==> src/rtl/commit_checker_fifo.sv <==
// Synchronous FIFO of commit records; a push into a full FIFO is accepted
// when a pop happens in the same cycle.
module commit_checker_fifo #(
  parameter type T     = logic,
  parameter int  DEPTH = 4
) (
  input  logic clk,
  input  logic reset,
  input  logic push,
  input  logic pop,
  input  T     wdata,
  output T     rdata,
  output logic full,
  output logic empty
);

  localparam int AW = $clog2(DEPTH);

  T               mem [DEPTH];
  logic [AW-1:0]  wr_ptr;
  logic [AW-1:0]  rd_ptr;
  logic [AW:0]    count;
  logic           do_push;
  logic           do_pop;

  assign empty   = (count == '0);
  assign full    = (count == (AW+1)'(DEPTH));
  assign do_pop  = pop && !empty;
  assign do_push = push && (!full || do_pop);
  assign rdata   = mem[rd_ptr];

  always_ff @(posedge clk) begin
    if (reset) begin
      wr_ptr <= '0;
      rd_ptr <= '0;
      count  <= '0;
    end else begin
      if (do_push) wr_ptr <= wr_ptr + AW'(1);
      if (do_pop)  rd_ptr <= rd_ptr + AW'(1);
      if (do_push && !do_pop)
        count <= count + (AW+1)'(1);
      else if (!do_push && do_pop)
        count <= count - (AW+1)'(1);
    end
  end

  always_ff @(posedge clk) begin
    if (do_push) mem[wr_ptr] <= wdata;
  end

endmodule

==> config.mk <==
export PLATFORM = sky130hd
export DESIGN_NAME = commit_checker_fifo
export DESIGN_NICKNAME = d
export VERILOG_FILES = /design/src/rtl/commit_checker_fifo.sv
export SDC_FILE = /design/constraint.sdc
export NUM_CORES = 1
export LEC_CHECK = 0
export ABC_AREA = 1
export BUFFER_PORTS_ARGS = -buffer_cell sky130_fd_sc_hd__clkbuf_2
export CAP_MARGIN = 40
export CELL_PAD_IN_SITES_DETAIL_PLACEMENT = 0
export CELL_PAD_IN_SITES_GLOBAL_PLACEMENT = 2
export CORE_ASPECT_RATIO = 0.7
export CORE_MARGIN = 3
export CORE_UTILIZATION = 34
export CTS_CLUSTER_DIAMETER = 100
export DETAILED_ROUTE_END_ITERATION = 16
export PLACE_DENSITY_LB_ADDON = 0.1
export SLEW_MARGIN = 20
export SYNTH_ARGS = -nofsm -noshare
export SYNTH_HDL_FRONTEND = slang
export SYNTH_SLANG_ARGS = --single-unit
export TNS_END_PERCENT = 1
==> constraint.sdc <==
create_clock -name clk -period 2.6 [get_ports clk]
set_input_delay 0.52 -clock clk [delete_from_list [all_inputs] [get_ports clk]]
set_output_delay 0.52 -clock clk [all_outputs]
set_load 0.1 [all_outputs]
# Word level (Yosys, flattened, before mapping)
# Memory sizes are Yosys's and may differ from the RTL's. A register that Yosys moved wholly into a read port is not among the register bits.
# Index checks and enable logic that the tools add are counted.
# word_totals
register_bits,7
latchBits,0
ram_bits,4
romBits,0
out_inout_bits,3
mem_count,1
# mem_list
memory,depth,word_bits,rd,rd_clocked_by_memory_dff,write_ports,line,text
mem,4,1,1,1,1,19,T mem [DEPTH];
# op_classes
n_addsub,4
mul,0
div_mod_pow,0
magnitude_cmp,0
eq_ne,1
shifts,0
mux,6
bitwise_logic,0
reduce_logical,11
# ops
operator,n
$mux 3,2
$add 2x1->2 const B,2
$logic_and 1x1->1,4
$logic_not 1->1,4
$mux 2,2
$add 3x1->3 const B,1
$eq 3x3->1 const B,1
$logic_not 3->1,1
$sub 3x1->3 const B,1
$mux 1,2
$reduce_bool 2->1,1
$logic_or 1x1->1,1

# Logic depth before layout (Yosys ltp)
# logic_depth
word_depth,9
ltp_mapped,13

# Worst setup path before layout
# Ideal clock, no wire load.
# synth_path
kind,register -> output
startpoint,reg count[2]
endpoint,out full
arrival_time_ns,2.452
required_time_ns,2.080
setup_slack_ns,-0.372
path_stages_with_launch,3
path_cell_list,dfxtp_1 > inv_1 > nor3_1
# synth_between
elab_chain_len,1
# synth_rtl
item,line,text
start: declaration,22,logic [AW:0] count;
start signal: assignment,41,count <= count + (AW+1)'(1);
start signal: assignment,43,count <= count - (AW+1)'(1);
$eq 3x3->1,27,assign full = (count == (AW+1)'(DEPTH));
end: declaration,13,"output logic full,"
# Every way passes these cells.

# Final worst setup path
# layout_path
startpoint,reg count[0]
endpoint,reg count[1]
# layout_between
elab_chain_len,8
word_cells_on_any_way,16
# layout_rtl
item,line,text
$logic_not 3->1,26,assign empty = (count == '0);
$logic_not 1->1,28,assign do_pop = pop && !empty;
$logic_and 1x1->1,28,
$logic_or 1x1->1 *,29,assign do_push = push && (!full || do_pop);
$logic_and 1x1->1 *,29,
via do_push,23,logic do_push;
$logic_not 1->1,42,else if (!do_push && do_pop)
$logic_and 1x1->1,42,
$reduce_bool 2->1 (no line),n/a,
# Mark *: on every way through the listed nets, which the timed path passes. The rest lies on a longest branch. The select of a mux whose other input is x is not followed.
# A chain may end at the register's enable or synchronous reset.

==> results.sh <==
export IMPL_tritoncts="yes"
export IMPL_reg_to_reg_startpoint="count[0]$_SDFFE_PP0P_"
export IMPL_proportion_of_layout_cells_with_a_drive_suffix_above_1=0.183
export IMPL_synthDistinctLibCells=17
export IMPL_io_buffers=7
export IMPL_number_of_cts_inserted_buffers=3
export IMPL_die_area_mm2=0.00256
export IMPL_syn_mean_instance_area_um2=8.22
export IMPL_worst_setup_path_type="flop to flop"
export IMPL_ant_nets=0
export IMPL_design_core_area_mm2=0.00173
export IMPL_holdPathStages=2
export IMPL_layout_setup_ws_ps=597
export IMPL_first_global_vias=442
export IMPL_leakagePower_nw=0.365
export IMPL_max_vdd_ir_drop_mv=0.659
export IMPL_pin_count_of_the_biggest_net_entering_global_routing=8
export IMPL_detailroute_via_count=492
export IMPL_postSynthCellCount=82
export IMPL_ys_warn_count=0
export IMPL_globalRouteOverflowTotal=0
export IMPL_tightest_slew_ps=541
export IMPL_clock_sink_count=13
export IMPL_filler_cell_count=192
export IMPL_vias_per_cell=4.32
export IMPL_clk_pin_slew_ps=80
export IMPL_final_min_period_over_clock_period=0.770
export IMPL_maxCapViolCount=0
export IMPL_synthSimpleGateAreaFrac=0.252
export IMPL_critPathRequiredTime_ps=2780
export IMPL_post_cts_buffers=0
export IMPL_worst_endpoint_arrival_ps=2180
export IMPL_mappedNetlistArea_um2=674
export IMPL_crit_start="count[0]$_SDFFE_PP0P_"
export IMPL_dp_final_hpwl_um=837
export IMPL_floorplan_rows=12
export IMPL_die_x_um=59.2
export IMPL_area_leader_netlist="dfxtp_1"
export IMPL_reg2reg_to="count[1]$_SDFFE_PP0P_"
export IMPL_worst_path_max_delay_cell="dfxtp_1"
export IMPL_htree_num_levels=1
export IMPL_synth_seq_cells=13
export IMPL_drt_total_wl_um=1060
export IMPL_grt_antenna_before_repair=0
export IMPL_crit_path_frequent_cell="inv_1"
export IMPL_synth_top_family_by_area="simple AND/OR/NAND/NOR gates"
export IMPL_synth_xor_area_share=0
export IMPL_r2r_setup_slack_ps=600
export IMPL_setup_tns_final_ps=0
export IMPL_finalNetCount=105
export IMPL_detail_route_first_pass_iterations=5
export IMPL_root_buf_cell="clkbuf_4"
export IMPL_drt_iter0_markers=4
export IMPL_final_core_util=0.444
export IMPL_global_route_wire_length_before_repair_um=1880
export IMPL_post_synth_main_area_contributors="dfxtp_1 27%, edfxtp_1 18%, inv_1 9.5%, ha_1 9.3%, nand2_1 7.8%"
export IMPL_synth_adder_area_share=0.122
export IMPL_fin_crit_ps=2000
export IMPL_report_final_hold_viol_count=0
export IMPL_max_slew_margin_rel=0.641
export IMPL_area_delta_synth_final_pct=13.7
export IMPL_path_class_of_the_lowest_slack_min_delay_path="input port to flop"
export IMPL_finalInstanceArea_um2=767
export IMPL_synth_compound_area_frac=0.0798
export IMPL_status="finished, final reports clean"
export IMPL_worst_r2r_path_depth=9
export IMPL_final_max_slew_viol_count=0
export IMPL_wl_per_cell_um=9.26
export IMPL_cellPowerDensity_mw_per_mm2=1180
export IMPL_synth_top_cell_area_share=0.267
export IMPL_last_weighted_congestion_value_of_the_routability_driven_placer=0.687
export IMPL_placement_setup_worst_slack_ps=444
export IMPL_worst_setup_path_end_kind="flop"
export IMPL_cts_repair_resize_count=0
export IMPL_postSynthNetCount=93
export IMPL_critPathMaxStageDelay_ps=400
export IMPL_yosysSeqAreaShare=0.445
export IMPL_unrepaired_setup_endpoints_after_global_routing="false"
export IMPL_muxShareOfSynthArea=0
export IMPL_ios=8
export IMPL_skew_ps=12.0
export IMPL_antenna_diode_count=0
export IMPL_die_height_um=43.3
export IMPL_clock_fmax_mhz=499
export IMPL_path_cells="nor2_4 > nand3_2 > nand2_1 > inv_1 > ha_1 > inv_1 > fa_1 > o21ai_0 > nor2_1"
export IMPL_commonest_non_fill_non_tap_cells_in_the_layout="17 x inv_1, 14 x nand2_1, 10 x nor2_1"
export IMPL_startpoint_type="flop"
export IMPL_grt_use_total=0.103
export IMPL_setup_viol=0
export IMPL_post_cts_hold_buffer_count=0
export IMPL_dp_area_um2=741
export IMPL_mostFrequentLayoutCell="inv_1"
export IMPL_max_clock_path_buffers=2
export IMPL_clk_insertion_delay_late_ps=280
export IMPL_detail_route_drc_violations=0
export IMPL_crit_path_end="count[1]$_SDFFE_PP0P_"
export IMPL_cp_max_fo=5
export IMPL_initial_core_utilization=0.391
## logic make-up (layout without fill, tap and decap cells)
group	Yosys count	after routing
flip-flops	13	13
buffers and inverters	18	29
AND/OR/NAND/NOR	35	35
adder cells (fa/ha/maj)	6	6
AO/OA/AOI/OAI	10	10
## power breakdown
part | switching (mW) | leakage (nW) | internal (mW)
clock network | 0.0648 | 0.0150 | 0.0595
logic | 0.353 | 0.239 | 0.117
registers | 0.0529 | 0.111 | 0.256
total | 0.470 | 0.365 | 0.433
## critical path: cells and delay by family, from the launching register on
family                     cells  cell delay, ps
AOI/OAI and AO/OA              1             220
buffers and inverters          2             140
DFF                            1             400
and+or+nand+nor                4             530
adders and majority gates      2             610
## stage by stage
step | cells | hold WS, ps | power [mW]
floorplan | 82 | 459 | 0.712
global placement | 110 | 483 | 0.783
detailed placement | 110 | 491 | 0.789
CTS | 114 | 447 | 0.914
global route | 114 | 451 | 0.985
finish | 114 | 450 | 0.903
## how the worst min path moves through the flow
stage / from / to / slack [ps]
2_1_floorplan: rd_ptr[1]$_SDFFE_PP0N_ / flop / 460
3_3_place_gp: rd_ptr[0]$_SDFFE_PP0N_ / rd_ptr[0]$_SDFFE_PP0N_ / 480
3_5_place_dp: rd_ptr[0]$_SDFFE_PP0N_ / rd_ptr[0]$_SDFFE_PP0N_ / 490
4_1_cts: reset / rd_ptr[0]$_SDFFE_PP0N_ / 450
5_1_grt: wdata / mem[2]$_DFFE_PP_ / 450
6_report: reset / rd_ptr[0]$_SDFFE_PP0N_ / 450
## synth_stat cells (all sizes together)
cell type	instances
a21oi	7
a32oi	1
dfxtp	9
edfxtp	4
fa	1
ha	5
inv	18
nand2	17
nand3	6
nor2	11
nor3	1
o21ai	2
## final cells by class
cell class	instances	area [um^2]	share of cell area
clock buffer	4	26.3	0.0343
inverter	18	67.6	0.0881
multi-input combinational	51	312	0.406
sequential	13	300	0.392
tap	21	26.3	0.0343
timing repair buffer	7	35.0	0.0457
## metal layers
metal,up-vias,track usage,share of wire
li1,280,-,-
met1,200,0.137,0.53
met2,8,0.129,0.39
met3,4,0.0638,0.063
met4,0,0.0407,0.022
met5,-,0,0
(Power assumes the default switching activity.)
